File: config.mk
export PLATFORM = sky130hd
export DESIGN_NAME = regfile_dump_unit
export DESIGN_NICKNAME = d
export VERILOG_FILES = /design/src/rtl/regfile_dump_unit.sv
export SDC_FILE = /design/constraint.sdc
export NUM_CORES = 1
export LEC_CHECK = 0
export ABC_CLOCK_PERIOD_IN_PS = 2500
export CAP_MARGIN = 20
export CORE_MARGIN = 2
export CORE_UTILIZATION = 31
export CTS_CLUSTER_SIZE = 40
export DETAILED_ROUTE_END_ITERATION = 8
export PLACE_DENSITY = 0.69
export SYNTH_ARGS = -nofsm -noshare
export SYNTH_HDL_FRONTEND = slang
export SYNTH_SLANG_ARGS = --single-unit
File: constraint.sdc
create_clock -name clk -period 2.5 [get_ports clk]
set_input_delay 0.5 -clock clk [delete_from_list [all_inputs] [get_ports clk]]
set_output_delay 0.5 -clock clk [all_outputs]
set_load 0.01 [all_outputs]
File: src/rtl/regfile_dump_unit.sv
// Register-file dump engine: stalls the core, reads x0..x(NUM_REGS-1) over a debug read port and streams them out.
// Optional checksum beat after the last register when REGDUMP_CHECKSUM_EN is defined.
module regfile_dump_unit #(
    parameter int XLEN         = 32,
    parameter int NUM_REGS     = 32,
    parameter int IDX_W        = 5,
    parameter int READ_LATENCY = 1
) (
    input  logic             clk,
    input  logic             reset,
    input  logic             dump_req,
    input  logic             cpu_quiesce,
    output logic             cpu_stall,
    output logic [IDX_W-1:0] rf_raddr,
    input  logic [XLEN-1:0]  rf_rdata,
    output logic             dump_valid,
    input  logic             dump_ready,
    output logic [XLEN-1:0]  dump_data,
    output logic [IDX_W-1:0] dump_idx,
    output logic             dump_last,
    output logic             dump_chk,
    output logic             busy,
    output logic             done
);

    typedef enum logic [2:0] {
        S_IDLE,
        S_STALL,
        S_READ,
        S_PRESENT,
`ifdef REGDUMP_CHECKSUM_EN
        S_CHK,
`endif
        S_DONE
    } state_t;

    localparam logic [IDX_W-1:0] LAST_IDX = IDX_W'(NUM_REGS - 1);

    state_t           state_q, state_d;
    logic [IDX_W-1:0] idx_q, idx_d;
    logic [XLEN-1:0]  data_q;
    logic [IDX_W-1:0] beat_idx_q;
    logic             last_q;
    logic             capture;
    logic [XLEN-1:0]  cap_word;

`ifdef REGDUMP_CHECKSUM_EN
    logic             load_chk;
    logic             chk_q;
    logic [XLEN-1:0]  sum_q;
`endif

    // The read address follows the index the FSM is about to use, so a
    // one-cycle regfile has its data ready by the time READ captures it,
    // and a zero-latency regfile can be captured in the same cycle.
    always_comb begin
        state_d = state_q;
        idx_d   = idx_q;
        capture = 1'b0;
`ifdef REGDUMP_CHECKSUM_EN
        load_chk = 1'b0;
`endif
        case (state_q)
            S_IDLE: begin
                idx_d = '0;
                if (dump_req) state_d = S_STALL;
            end
            S_STALL: begin
                idx_d = '0;
                if (cpu_quiesce) begin
                    if (READ_LATENCY == 0) begin
                        capture = 1'b1;
                        state_d = S_PRESENT;
                    end else begin
                        state_d = S_READ;
                    end
                end
            end
            S_READ: begin
                capture = 1'b1;
                state_d = S_PRESENT;
            end
            S_PRESENT: begin
                if (dump_ready) begin
                    if (idx_q == LAST_IDX) begin
`ifdef REGDUMP_CHECKSUM_EN
                        load_chk = 1'b1;
                        state_d  = S_CHK;
`else
                        state_d  = S_DONE;
`endif
                    end else begin
                        idx_d = idx_q + IDX_W'(1);
                        if (READ_LATENCY == 0) begin
                            capture = 1'b1;
                            state_d = S_PRESENT;
                        end else begin
                            state_d = S_READ;
                        end
                    end
                end
            end
`ifdef REGDUMP_CHECKSUM_EN
            S_CHK: begin
                if (dump_ready) state_d = S_DONE;
            end
`endif
            S_DONE: begin
                idx_d   = '0;
                state_d = S_IDLE;
            end
            default: begin
                idx_d   = '0;
                state_d = S_IDLE;
            end
        endcase
    end

    // x0 is hardwired to zero architecturally, so never trust the port for it
    assign cap_word = (idx_d == '0) ? '0 : rf_rdata;
    assign rf_raddr = idx_d;

    always_ff @(posedge clk or negedge reset) begin
        if (!reset) begin
            state_q <= S_IDLE;
            idx_q   <= '0;
        end else begin
            state_q <= state_d;
            idx_q   <= idx_d;
        end
    end

    always_ff @(posedge clk or negedge reset) begin
        if (!reset) begin
            data_q     <= '0;
            beat_idx_q <= '0;
            last_q     <= 1'b0;
        end else if (capture) begin
            data_q     <= cap_word;
            beat_idx_q <= idx_d;
`ifdef REGDUMP_CHECKSUM_EN
            last_q     <= 1'b0;
        end else if (load_chk) begin
            data_q     <= sum_q;
            beat_idx_q <= '0;
            last_q     <= 1'b1;
`else
            last_q     <= (idx_d == LAST_IDX);
`endif
        end
    end

`ifdef REGDUMP_CHECKSUM_EN
    // Sum accumulates as each word is captured, so it already includes the final register when CHK loads it
    always_ff @(posedge clk or negedge reset) begin
        if (!reset) begin
            sum_q <= '0;
            chk_q <= 1'b0;
        end else begin
            if (state_q == S_IDLE && dump_req) sum_q <= '0;
            else if (capture)                  sum_q <= sum_q + cap_word;
            if (capture)       chk_q <= 1'b0;
            else if (load_chk) chk_q <= 1'b1;
        end
    end
    assign dump_chk   = chk_q;
    assign dump_valid = (state_q == S_PRESENT) || (state_q == S_CHK);
`else
    assign dump_chk   = 1'b0;
    assign dump_valid = (state_q == S_PRESENT);
`endif

    assign dump_data = data_q;
    assign dump_idx  = beat_idx_q;
    assign dump_last = last_q;
    assign cpu_stall = (state_q != S_IDLE);
    assign busy      = (state_q != S_IDLE);
    assign done      = (state_q == S_DONE);

endmodule
==> qor.txt <==
outcome: finished, final reports clean
Cells after Synth: 180
EDFF count, synth: 0
Pleak: 0.001364 uW
Placement Cell Area: 3183 um2
Worst Path Required: 2.00 ns
HPWL Detailed: 3700 um
vias in the first global route: 1738
Avg Synthesized Cell Area: 12.22 um2
sequential area share after synthesis: 52.33%
WL/cell: 14.13 um
grt ovf: 0
total track usage: 13.66%
Die X: 88.24 um
IO buf count: 83
Post-Route WL: 5200 um
clk buf depth: 2
Avg Vias per Cell: 4.720
CTS Root Cell: clkbuf_8
antenna violations before repair: 0
Starting Density: 32.20%
top cells by area, synth: dfrtp_1 52%, mux2i_1 15%, a21oi_2 7.6%, a21oi_1 3.6%, mux2_2 2.6%
initial detailed-routing violation count: 27
library cells used by synthesis: 37
Clock Latency Late Sink: 0.29 ns
total of max-cap violations: 0
clock sink count: 46
PwrDens: 1122 nW/um2
CTS tree: yes
Max Freq: 423.6 MHz
first-pass GRT wire length: 8252 um
final-report hold violation count: 0
flop and latch count out of synthesis: 46
setup bufs post-CTS: 0
Slew Viols, Final: 0
die footprint: 7785 um2
Max FO, Critical Path: 3
DR WL met2: 2382 um
top_reg_cell synth: dfrtp_1
DR vias: 1737
WL met3: 357 um
Rows: 30
Final setup viols: 0
Die H: 88.24 um
post-route minimum period: 2.361 ns
Sequential Area: 1151 um2
Area Overhead vs Synth: 48.24%
top routing layer in use: met4
Setup Skew: 0.007565 ns
Period Utilization, post-route: 94.43%
CP Capture Type: output port
share of the synthesized area in the top cell type: 52.33%
largest net degree at the start of global routing: 33
final non-filler cell total: 368
Clock transition at path regs: 0.09 ns
final net count: 310
I/O pins: 85
mapped cell area: 2200 um2
area of the multi-input gates: 954.7 um2
final instance area: 3261 um2
# diodes: 0
DR pass1 iterations: 4
type of origin of the critical path: primary input
htree depth: 2
Residual DRC: 0
RSZ-0062 raised after global routing: no
Synth area leader: dfrtp_1
maximum vdd ir drop: 0.4696 mV
crit path DAT: 1.86 ns
synth warn: 0
post-route met1 wirelength: 2413 um
FFs w/ async S/R, synth: 100.0%
GP Congestion: 0.7781
kind of critical path: primary input to output port
fill count: 669
Num CTS Buffers: 5
layout cells sized above 1: 19.49%
Antenna Nets Post-Route: 0
cts hold-fix bufs: 0
placed cell count: 361
Hold WC Path Type: primary input to async pin
core area: 6832 um2
syn_nets: 218
post_cts resized: 6
## final timing paths
kind                                    startpoint                  endpoint  slack [ns]  cells past startpoint
min in group clk           dump_idx[4]$_DFFE_PN0N_   dump_idx[4]$_DFFE_PN0N_        0.52                      1
hold reg to reg            dump_idx[4]$_DFFE_PN0N_   dump_idx[4]$_DFFE_PN0N_        0.52                      1
setup / recovery                        dump_ready               rf_raddr[3]        0.14                      5
max in group asynchronous                    reset  dump_data[1]$_DFFE_PN0N_        1.78                      2
setup reg to reg            state_q[2]$_DFFE_PN0P_   dump_idx[0]$_DFFE_PN0N_        0.63                      5
hold / removal                               reset   dump_idx[1]$_DFFE_PN0N_        0.13                      1
## cell usage in the layout, fill, tap and decap left out, types with 2 or more instances in the layout
cell type        Yosys  routed
dlygate4sd2_1        0       5
or3_1                2       2
nor3b_1              2       2
dfrtp_1             46      46
a31oi_1              2       2
nand2_1              5       5
clkdlybuf4s50_1      0      77
mux2_2               5       5
a21oi_2             19      19
nor3_1               3       3
mux2i_1             34      34
nand4_1              2       2
nor2_1               8       8
clkbuf_8             0       5
buf_4                5      15
clkinv_2             0       2
a21oi_1             16      16
## kinds of logic (layout without fill, tap and decap cells)
| logic type | count (synthesis) | after routing | synth area share, % |
|---|---|---|---|
| AOI/OAI and AO/OA | 45 | 45 | 15.02 |
| xor gates and xnor gates | 1 | 1 | 0.3983 |
| adders and majority gates | 1 | 1 | 0.5687 |
| buffers and inverters | 15 | 107 | 4.721 |
| DFF | 46 | 46 | 52.33 |
| muxes | 39 | 39 | 18.03 |
| other | 1 | 1 | 0.1705 |
| and+or+nand+nor | 32 | 32 | 8.761 |
## cell usage after synthesis (2+ instances only)
cell type / n
nor2_1: 8
nor3_1: 3
nor3b_1: 2
nand2_1: 5
nand4_1: 2
or3_1: 2
a21oi_2: 19
buf_4: 5
mux2_2: 5
a31oi_1: 2
dfrtp_1: 46
a211oi_1: 2
mux2i_1: 34
a21oi_1: 16
buf_6: 3
buf_2: 5
## routing by layer
layer	global-route usage, %	up-vias
li1	-	834
met1	17.54	833
met2	23.10	64
met3	3.638	6
met4	3.306	0
met5	0	-
## report_power, final
part	leakage (uW)	switching (uW)	total, uW	internal, uW
logic	0.000730	1010	2050	1040
registers	0.000589	157	1180	1020
clock network	0.0000438	240	428	188
total	0.00136	1400	3660	2260
## registers in the layout, summed over array words and instances (netlist names)
signal,flops
dump_data,32
dump_idx,5
dump_last,1
idx_q,5
state_q,3
## layout make-up
cell class                 instances  area share (%)
clock buffer                       5           2.111
inverter                           1          0.1151
tap                               96           3.684
clock inverter                     2          0.3070
sequential                        46           35.30
multi-input combinational        119           29.28
timing repair buffer              99           29.20
## critical path, cell delays in order
cell and delay [ns]:
clkdlybuf4s50_1 0.48, and2_4 0.16, a41oi_2 0.15, a211oi_2 0.27, dlygate4sd2_1 0.30
## metrics by stage
stage | TNS (ns) | power, uW | setup WS [ns] | hold WS, ns | utilization [%]
3_3_place_gp | -0.5692 | 3244 | -0.2025 | 0.4549 | 46.59
4_1_cts | 0 | 3720 | 0.1347 | 0.1378 | 47.73
6_report | 0 | 3659 | 0.1393 | 0.1289 | 47.73
3_5_place_dp | -0.5889 | 3289 | -0.1941 | 0.4613 | 46.59
2_1_floorplan | 0 | 2407 | 0.7723 | 0.2044 | -
5_1_grt | 0 | 3951 | 0.04085 | 0.1424 | 47.73
No activity file was read; power rests on OpenSTA's default activity.
